<file path="src/rtl/arm_id_pkg.sv">
`default_nettype none
// ============================================================================
// Module      : arm_id_pkg
// Description : Shared encodings and helper functions for the ARM decode
//               stage: instruction mode, data-processing opcodes, EXE
//               command codes, condition codes, the decoded-control bundle,
//               and the decode_ctrl() / cond_check() functions.
// Revision    : 1.0 - initial release
// ============================================================================
package arm_id_pkg;

    // Instruction class, instruction[27:26]
    localparam logic [1:0] MODE_DP  = 2'b00;
    localparam logic [1:0] MODE_MEM = 2'b01;
    localparam logic [1:0] MODE_BR  = 2'b10;

    // Data-processing opcodes, instruction[24:21]
    localparam logic [3:0] OP_AND = 4'b0000;
    localparam logic [3:0] OP_EOR = 4'b0001;
    localparam logic [3:0] OP_SUB = 4'b0010;
    localparam logic [3:0] OP_ADD = 4'b0100;
    localparam logic [3:0] OP_ADC = 4'b0101;
    localparam logic [3:0] OP_SBC = 4'b0110;
    localparam logic [3:0] OP_TST = 4'b1000;
    localparam logic [3:0] OP_CMP = 4'b1010;
    localparam logic [3:0] OP_ORR = 4'b1100;
    localparam logic [3:0] OP_MOV = 4'b1101;
    localparam logic [3:0] OP_MVN = 4'b1111;

    // ALU commands issued to EXE
    localparam logic [3:0] EXE_NOP = 4'b0000;
    localparam logic [3:0] EXE_MOV = 4'b0001;
    localparam logic [3:0] EXE_ADD = 4'b0010;
    localparam logic [3:0] EXE_ADC = 4'b0011;
    localparam logic [3:0] EXE_SUB = 4'b0100;
    localparam logic [3:0] EXE_SBC = 4'b0101;
    localparam logic [3:0] EXE_AND = 4'b0110;
    localparam logic [3:0] EXE_ORR = 4'b0111;
    localparam logic [3:0] EXE_EOR = 4'b1000;
    localparam logic [3:0] EXE_MVN = 4'b1001;

    // Condition codes, instruction[31:28]
    localparam logic [3:0] COND_EQ = 4'b0000;
    localparam logic [3:0] COND_NE = 4'b0001;
    localparam logic [3:0] COND_CS = 4'b0010;
    localparam logic [3:0] COND_CC = 4'b0011;
    localparam logic [3:0] COND_MI = 4'b0100;
    localparam logic [3:0] COND_PL = 4'b0101;
    localparam logic [3:0] COND_VS = 4'b0110;
    localparam logic [3:0] COND_VC = 4'b0111;
    localparam logic [3:0] COND_HI = 4'b1000;
    localparam logic [3:0] COND_LS = 4'b1001;
    localparam logic [3:0] COND_GE = 4'b1010;
    localparam logic [3:0] COND_LT = 4'b1011;
    localparam logic [3:0] COND_GT = 4'b1100;
    localparam logic [3:0] COND_LE = 4'b1101;
    localparam logic [3:0] COND_AL = 4'b1110;

    typedef struct packed {
        logic [3:0] exe_cmd;
        logic       mem_r_en;
        logic       mem_w_en;
        logic       wb_en;
        logic       s;
        logic       b;
    } ctrl_t;

    // Control decode from instruction class, opcode and S/L bit.
    function automatic ctrl_t decode_ctrl(input logic [1:0] mode,
                                          input logic [3:0] op,
                                          input logic       s_bit);
        ctrl_t c;
        c = '0;
        case (mode)
            MODE_DP: begin
                c.wb_en = 1'b1;
                c.s     = s_bit;
                case (op)
                    OP_MOV:  c.exe_cmd = EXE_MOV;
                    OP_MVN:  c.exe_cmd = EXE_MVN;
                    OP_ADD:  c.exe_cmd = EXE_ADD;
                    OP_ADC:  c.exe_cmd = EXE_ADC;
                    OP_SUB:  c.exe_cmd = EXE_SUB;
                    OP_SBC:  c.exe_cmd = EXE_SBC;
                    OP_AND:  c.exe_cmd = EXE_AND;
                    OP_ORR:  c.exe_cmd = EXE_ORR;
                    OP_EOR:  c.exe_cmd = EXE_EOR;
                    // Compares only update flags, never a register
                    OP_CMP: begin
                        c.exe_cmd = EXE_SUB;
                        c.wb_en   = 1'b0;
                        c.s       = 1'b1;
                    end
                    OP_TST: begin
                        c.exe_cmd = EXE_AND;
                        c.wb_en   = 1'b0;
                        c.s       = 1'b1;
                    end
                    default: c = '0;
                endcase
            end
            MODE_MEM: begin
                // Address is always base + offset
                c.exe_cmd = EXE_ADD;
                if (s_bit) begin
                    c.mem_r_en = 1'b1;
                    c.wb_en    = 1'b1;
                end else begin
                    c.mem_w_en = 1'b1;
                end
            end
            MODE_BR: c.b = 1'b1;
            default: c = '0;
        endcase
        return c;
    endfunction

    // Condition evaluation against status {N,Z,C,V}; code 1111 never passes.
    function automatic logic cond_check(input logic [3:0] cond,
                                        input logic [3:0] sr);
        logic n, z, c, v, ok;
        {n, z, c, v} = sr;
        case (cond)
            COND_EQ: ok = z;
            COND_NE: ok = ~z;
            COND_CS: ok = c;
            COND_CC: ok = ~c;
            COND_MI: ok = n;
            COND_PL: ok = ~n;
            COND_VS: ok = v;
            COND_VC: ok = ~v;
            COND_HI: ok = c & ~z;
            COND_LS: ok = ~c | z;
            COND_GE: ok = (n == v);
            COND_LT: ok = (n != v);
            COND_GT: ok = ~z & (n == v);
            COND_LE: ok = z | (n != v);
            COND_AL: ok = 1'b1;
            default: ok = 1'b0;
        endcase
        return ok;
    endfunction

endpackage
`default_nettype wire

</file>
<file path="src/rtl/reg_file_bypass.sv">
`default_nettype none
// ============================================================================
// Module      : reg_file_bypass
// Description : REG_CNT x DATA_W register file, one write port, two
//               combinational read ports with write-through bypass so a
//               reader sees a same-cycle writeback. Cleared by the
//               asynchronous active-low rst.
// Ports       : clk, rst (active-low async)
//               i_we / i_waddr / i_wdata      - write port
//               i_raddr_1 / o_rdata_1         - read port 1
//               i_raddr_2 / o_rdata_2         - read port 2
// Revision    : 1.0 - initial release
// ============================================================================
module reg_file_bypass #(
    parameter int DATA_W  = 32,
    parameter int REG_CNT = 16,
    parameter int AW      = 4
) (
    input  logic              clk,
    input  logic              rst,
    input  logic              i_we,
    input  logic [AW-1:0]     i_waddr,
    input  logic [DATA_W-1:0] i_wdata,
    input  logic [AW-1:0]     i_raddr_1,
    input  logic [AW-1:0]     i_raddr_2,
    output logic [DATA_W-1:0] o_rdata_1,
    output logic [DATA_W-1:0] o_rdata_2
);

    logic [DATA_W-1:0] r_mem [REG_CNT];
    logic              w_hit_1;
    logic              w_hit_2;

    always_ff @(posedge clk or negedge rst) begin
        if (!rst) begin
            for (int i = 0; i < REG_CNT; i++) begin
                r_mem[i] <= '0;
            end
        end else if (i_we) begin
            r_mem[i_waddr] <= i_wdata;
        end
    end

    assign w_hit_1   = i_we && (i_waddr == i_raddr_1);
    assign w_hit_2   = i_we && (i_waddr == i_raddr_2);
    assign o_rdata_1 = w_hit_1 ? i_wdata : r_mem[i_raddr_1];
    assign o_rdata_2 = w_hit_2 ? i_wdata : r_mem[i_raddr_2];

endmodule
`default_nettype wire

</file>
<file path="src/rtl/id_stage_pipelined.sv">
`default_nettype none
// ============================================================================
// Module      : id_stage_pipelined
// Description : ARM decode stage with integrated ID/EXE pipeline register.
//               Decodes the instruction, evaluates its condition, reads
//               operands from a bypassing register file and registers the
//               result for EXE. Supports stall (hold + operand refresh),
//               flush, hazard bubbles and a saturating bubble counter.
// Ports       : clk, rst (async active-low)
//               in_valid, instruction, pc_in     - from IF/ID
//               hazard, stall, flush, sr         - pipeline control / flags
//               wb_wb_en, wb_dest, wb_value      - writeback port
//               in_ready, src_1, src_2, two_src  - combinational to hazard unit
//               out_valid .. ex_src_2            - registered EXE entry
//               bubble_count                     - bubbles inserted since reset
// Revision    : 1.0 - initial release
// ============================================================================
module id_stage_pipelined
    import arm_id_pkg::*;
#(
    parameter  int DATA_W  = 32,
    parameter  int PC_W    = 32,
    parameter  int REG_CNT = 16,
    parameter  int CNT_W   = 16,
    localparam int REG_AW  = ($clog2(REG_CNT) < 4) ? 4 : $clog2(REG_CNT)
) (
    input  logic              clk,
    input  logic              rst,
    input  logic              in_valid,
    input  logic [31:0]       instruction,
    input  logic [PC_W-1:0]   pc_in,
    input  logic              hazard,
    input  logic              stall,
    input  logic              flush,
    input  logic [3:0]        sr,
    input  logic              wb_wb_en,
    input  logic [REG_AW-1:0] wb_dest,
    input  logic [DATA_W-1:0] wb_value,
    output logic              in_ready,
    output logic [REG_AW-1:0] src_1,
    output logic [REG_AW-1:0] src_2,
    output logic              two_src,
    output logic              out_valid,
    output logic [3:0]        exe_cmd,
    output logic              mem_r_en,
    output logic              mem_w_en,
    output logic              wb_en,
    output logic              s,
    output logic              b,
    output logic [PC_W-1:0]   pc_out,
    output logic [DATA_W-1:0] value_rn,
    output logic [DATA_W-1:0] value_rm,
    output logic [11:0]       shift_operand,
    output logic              imm,
    output logic [23:0]       imm_signed_24,
    output logic [REG_AW-1:0] dest,
    output logic [REG_AW-1:0] ex_src_1,
    output logic [REG_AW-1:0] ex_src_2,
    output logic [CNT_W-1:0]  bubble_count
);

    ctrl_t             w_ctrl_dec;
    ctrl_t             w_ctrl_ld;
    logic              w_cond_ok;
    logic              w_kill;
    logic              w_load;
    logic              w_bubble;
    logic [DATA_W-1:0] w_rdata_1;
    logic [DATA_W-1:0] w_rdata_2;

    // ------------------------------------------------------------------
    // Decode and condition
    // ------------------------------------------------------------------
    assign w_ctrl_dec = decode_ctrl(instruction[27:26], instruction[24:21], instruction[20]);
    assign w_cond_ok  = cond_check(instruction[31:28], sr);
    assign w_kill     = ~in_valid | hazard | ~w_cond_ok;

    always_comb begin
        w_ctrl_ld = w_ctrl_dec;
        if (w_kill) begin
            w_ctrl_ld = '0;
        end
    end

    // A store reads rd as its data operand, so port 2 switches to rd.
    assign src_1    = REG_AW'(instruction[19:16]);
    assign src_2    = w_ctrl_dec.mem_w_en ? REG_AW'(instruction[15:12])
                                          : REG_AW'(instruction[3:0]);
    assign two_src  = ~instruction[25] | w_ctrl_dec.mem_w_en;
    assign in_ready = ~stall & ~hazard;

    assign w_load   = ~flush & ~stall;
    assign w_bubble = in_valid & (hazard | ~w_cond_ok);

    // ------------------------------------------------------------------
    // Operand register file
    // ------------------------------------------------------------------
    reg_file_bypass #(
        .DATA_W  (DATA_W),
        .REG_CNT (REG_CNT),
        .AW      (REG_AW)
    ) u_reg_file (
        .clk       (clk),
        .rst       (rst),
        .i_we      (wb_wb_en),
        .i_waddr   (wb_dest),
        .i_wdata   (wb_value),
        .i_raddr_1 (src_1),
        .i_raddr_2 (src_2),
        .o_rdata_1 (w_rdata_1),
        .o_rdata_2 (w_rdata_2)
    );

    // ------------------------------------------------------------------
    // ID/EXE pipeline register: flush > stall > load
    // ------------------------------------------------------------------
    always_ff @(posedge clk or negedge rst) begin
        if (!rst) begin
            out_valid     <= 1'b0;
            exe_cmd       <= '0;
            mem_r_en      <= 1'b0;
            mem_w_en      <= 1'b0;
            wb_en         <= 1'b0;
            s             <= 1'b0;
            b             <= 1'b0;
            pc_out        <= '0;
            value_rn      <= '0;
            value_rm      <= '0;
            shift_operand <= '0;
            imm           <= 1'b0;
            imm_signed_24 <= '0;
            dest          <= '0;
            ex_src_1      <= '0;
            ex_src_2      <= '0;
        end else if (flush) begin
            out_valid     <= 1'b0;
            exe_cmd       <= '0;
            mem_r_en      <= 1'b0;
            mem_w_en      <= 1'b0;
            wb_en         <= 1'b0;
            s             <= 1'b0;
            b             <= 1'b0;
            pc_out        <= '0;
            value_rn      <= '0;
            value_rm      <= '0;
            shift_operand <= '0;
            imm           <= 1'b0;
            imm_signed_24 <= '0;
            dest          <= '0;
            ex_src_1      <= '0;
            ex_src_2      <= '0;
        end else if (stall) begin
            // Held entry must not go stale while a writeback lands on its sources
            if (wb_wb_en && (wb_dest == ex_src_1)) begin
                value_rn <= wb_value;
            end
            if (wb_wb_en && (wb_dest == ex_src_2)) begin
                value_rm <= wb_value;
            end
        end else begin
            out_valid     <= in_valid & ~hazard;
            exe_cmd       <= w_ctrl_ld.exe_cmd;
            mem_r_en      <= w_ctrl_ld.mem_r_en;
            mem_w_en      <= w_ctrl_ld.mem_w_en;
            wb_en         <= w_ctrl_ld.wb_en;
            s             <= w_ctrl_ld.s;
            b             <= w_ctrl_ld.b;
            pc_out        <= pc_in;
            value_rn      <= w_rdata_1;
            value_rm      <= w_rdata_2;
            shift_operand <= instruction[11:0];
            imm           <= instruction[25];
            imm_signed_24 <= instruction[23:0];
            dest          <= REG_AW'(instruction[15:12]);
            ex_src_1      <= src_1;
            ex_src_2      <= src_2;
        end
    end

    // ------------------------------------------------------------------
    // Saturating bubble counter
    // ------------------------------------------------------------------
    always_ff @(posedge clk or negedge rst) begin
        if (!rst) begin
            bubble_count <= '0;
        end else if (w_load && w_bubble && (bubble_count != {CNT_W{1'b1}})) begin
            bubble_count <= bubble_count + CNT_W'(1);
        end
    end

endmodule
`default_nettype wire

</file>
<file path="config.mk">
export PLATFORM = sky130hd
export DESIGN_NAME = id_stage_pipelined
export DESIGN_NICKNAME = d
export VERILOG_FILES = /design/src/rtl/arm_id_pkg.sv /design/src/rtl/reg_file_bypass.sv /design/src/rtl/id_stage_pipelined.sv
export SDC_FILE = /design/constraint.sdc
export NUM_CORES = 1
export LEC_CHECK = 0
export BUFFER_PORTS_ARGS = -buffer_cell sky130_fd_sc_hd__buf_2
export CORE_MARGIN = 10
export CORE_UTILIZATION = 39
export DETAILED_ROUTE_END_ITERATION = 10
export GPL_TIMING_DRIVEN = 0
export MAX_ROUTING_LAYER = met4
export PLACE_DENSITY = 0.65
export SLEW_MARGIN = 40
export SYNTH_ARGS = -nofsm -noshare
export SYNTH_HDL_FRONTEND = slang
export SYNTH_SLANG_ARGS = --single-unit
export TNS_END_PERCENT = 1
</file>
<file path="constraint.sdc">
create_clock -name clk -period 2.82 [get_ports clk]
set_input_delay 0.423 -clock clk [delete_from_list [all_inputs] [get_ports clk]]
set_output_delay 0.423 -clock clk [all_outputs]
set_load 0.005 [all_outputs]
</file>
==> flow_summary.yaml <==
status:
  status: "complete, but fails checks"
  violations: "setup timing"
clock_network:
  htree_levels: 3
  cts_buffer_depth: 3
  cts_root_buffer: "clkbuf_16"
  cts_tree: "done"
  clk_latency_ns: 0.68
  clk_pin_slew_worst_paths_ns: 0.06
  cts_num_sinks: 663
  cts_made_buffers: 79
yosys:
  ys_ff_latch: 663
  syn_area_sq_mm: 0.0371
  synth_area_leader_cell: "dfrtp_1"
  synth_edf_count: 0
  synth_nets: 3232
  synth_cells: 3120
  synth_common_cells: "dfrtp_1 (663), mux2_2 (528), nand2_1 (262)"
  synthTopCellsByArea: "dfrtp_1 (45%), mux2_2 (16%), mux4_2 (9.9%)"
  async_flop_share_pct: 100
  avgSynthCellArea_sq_um: 11.9
  ys_types: 64
  synth_seq_area_share_pct: 44.8
  synth_top_area_share_pct: 44.8
  synthFlopType: "dfrtp_1"
  ys_warn_count: 0
  yosysMostFrequentCell: "dfrtp_1"
routing:
  drtAntennaViolNets: 0
  dr.pass1.iters: 7
  viasPerCell: 6.58
  drc: 0
  wl_um: 170000
  drt-initial-drc-count: 4811
  vias: 31800
  wl_per_cell_um: 35.2
timing:
  setup_viol: 31
  worst_pin_slew_ns: 0.949
  period_share_pct: 106
  slew_violations: 0
  fmax_mhz: 336
  hold_viol: 0
  setup_slack_ns: -0.157
  fin_skew_ns: 0.0361
  fin_crit_ns: 2.98
  tns_ns: -3.24
  slew_headroom_pct: 36.7
  rsz0062_at_grt: "yes"
final_layout:
  finalNetCount: 3607
  area_delta_synth_final_pct: 17.0
  drive_gt1_share_pct: 38.8
  final-seq-area_sq_mm: 0.0166
  postLayoutCoreUtil_pct: 46.2
  multi_input_area_sq_mm: 0.0191
  fillerInstances: 8659
global_routing:
  grt_pass1_vias: 31200
  grt_overflow: 0
  grt.total_usage_pct: 31.6
  antenna_found_initial: 16
  grt_start_max_net_pins: 106
  grt_pass1_wl_um: 237000
setup_path:
  cp.arrival_ns: 3.53
  cp.required_ns: 3.38
  crit_path_max_fanout: 10
  cpLargestDelayFamily: "buffers and inverters"
  cp_slowest_cell: "o31ai_4"
  worstPathCellList: "buf_2 -> or3b_1 -> buf_4 -> mux2i_4 -> inv_2 -> xnor2_2 -> nand4_2 -> o31ai_4 -> buf_6 -> a22oi_1 -> o31ai_1"
  crit_path_max_incr_delay_ns: 0.66
  startpoint_type: "input port"
  r2r-start: "imm_signed_24[18]"
  end_kind: "flop"
  r2r.worst_path.cells: 6
  crit_type: "input port to flop"
  worst-path-buf-inv: 4
  path_depth: 11
  crit_start: "instruction[20]"
power_and_ir_drop:
  p_leak_nw: 18.9
  clockPowerShare_pct: 33.8
  switching_share_pct: 31.8
  power_frac_seq_pct: 42.6
  power.internal_w: 0.0211
  power_density_mw_per_mm2: 714
  peakVddDrop_mv: 0.448
  comb_power_share_pct: 23.6
  p_sw_w: 0.00984
worst_hold_path:
  min_from: "instruction[9]"
  whs_path_depth: 3
  min_path_type: "input port to flop"
die:
  io_pins: 292
  dieArea_sq_mm: 0.108
  die_w_um: 328
  die_h_um: 328
  rows: 112
  start_util_pct: 39.5
  core_area_sq_mm: 0.0937
placement:
  place.gp.congestion: 1.05
  portBuffers: 280
  dp_hpwl_um: 112000
flow_run:
  cap_violations: 0
## power groups by stage
stage	Combinational (W)	Sequential, W	Clock, W
detailed placement	0.00703	0.0132	0
global route	0.00770	0.0134	0.0109
floorplan	0.00480	0.0127	0
finish	0.00731	0.0132	0.0105
global placement	0.00683	0.0131	0
CTS	0.00709	0.0131	0.0105
## tightest hold or removal path, cell delays in order
cell     delay, ns
buf_2         0.07
mux2i_1       0.05
nor2_1        0.07
## layer usage
| metal | wire [um] | up-vias | part of all wire, % | GRT usage, % |
|---|---|---|---|---|
| met5 | 0 | - | 0 | - |
| met4 | 13100 | 0 | 7.7 | 20.4 |
| met3 | 24700 | 762 | 15 | 14.6 |
| met2 | 70900 | 2527 | 42 | 43.2 |
| met1 | 61500 | 16000 | 36 | 37.2 |
| li1 | - | 12500 | - | - |
## metrics by stage
stage | cell area, sq um | total power, W | hold slack, ns | worst slack, ns | instances
floorplan | 37100 | 0.0175 | 0.127 | 0.229 | 3120
global placement | 40000 | 0.0200 | 0.460 | -13.27 | 4654
detailed placement | 40500 | 0.0202 | 0.402 | -1.15 | 4663
CTS | 43200 | 0.0306 | 0.00135 | -0.153 | 4811
global route | 43300 | 0.0320 | 0.00485 | -0.131 | 4830
finish | 43400 | 0.0310 | 0.0117 | -0.157 | 4834
## timing repair
item                                    CTS  global route
pin swaps                                 0             0
setup buffers                             1             0
hold endpoints to repair                 83             0
hold buffers                              4             0
gates resized for setup                  30            33
endpoints found under the setup margin   46            43
## area by class of cell
cell class	instances	area share, %
multi-input combinational	2115	44.1
sequential	663	38.3
buffer	324	3.90
tap	1254	3.62
timing repair buffer	294	3.86
clock inverter	25	0.563
clock buffer	118	5.46
inverter	18	0.159
antenna	23	0.133
## state kept, by name, indices dropped and copies added, names as in the netlist, 4 cells and up
signal            cells
imm_signed_24        13
ex_src_2              4
bubble_count         16
shift_operand        11
value_rn             32
u_reg_file.r_mem    512
exe_cmd               4
value_rm             32
pc_out               32
## final timing paths
kind,end,slack [ns]
worst min-delay path,shift_operand[9],0.01
worst max-delay path,value_rm[0],-0.16
worst max register to register,value_rn[20],0.21
max in group asynchronous,imm_signed_24[12],0.71
min in group asynchronous,value_rn[22],0.31
worst min register to register,value_rn[24],0.48
## cells by family after synthesis
family | after synthesis | synth area share, %
mux | 939 | 32.7
flops | 663 | 44.8
compound gates | 569 | 10.5
simple gates | 577 | 7.26
buf+inv | 342 | 4.02
fa+ha+maj | 1 | 0.0338
xor+xnor | 29 | 0.706
## placed cells by master (no fill, tap or decap), types with 10 or more instances in the layout
master     count
dfrtp_1      663
mux2_2       528
buf_2        371
nand2_1      256
mux2i_1      247
a211oi_1     201
mux4_2       163
a21oi_1      131
clkbuf_2      97
nor2_1        95
nor2b_1       89
clkbuf_1      87
clkbuf_16     81
o21ai_0       70
nor4_1        35
buf_4         34
o31ai_1       24
diode_2       23
a22oi_1       23
nor3_1        21
nand3_1       20
clkbuf_8      20
xnor2_1       18
a221oi_1      16
clkinv_2      15
o21a_1        15
inv_1         14
a2111oi_0     14
a2bb2oi_1     14
clkbuf_4      12
buf_1         12
a32oi_1       11
and3_1        11
nand2b_1      10
xor2_1        10
nand4_1       10
o32ai_1       10
Power figures use the tool's default switching activity.
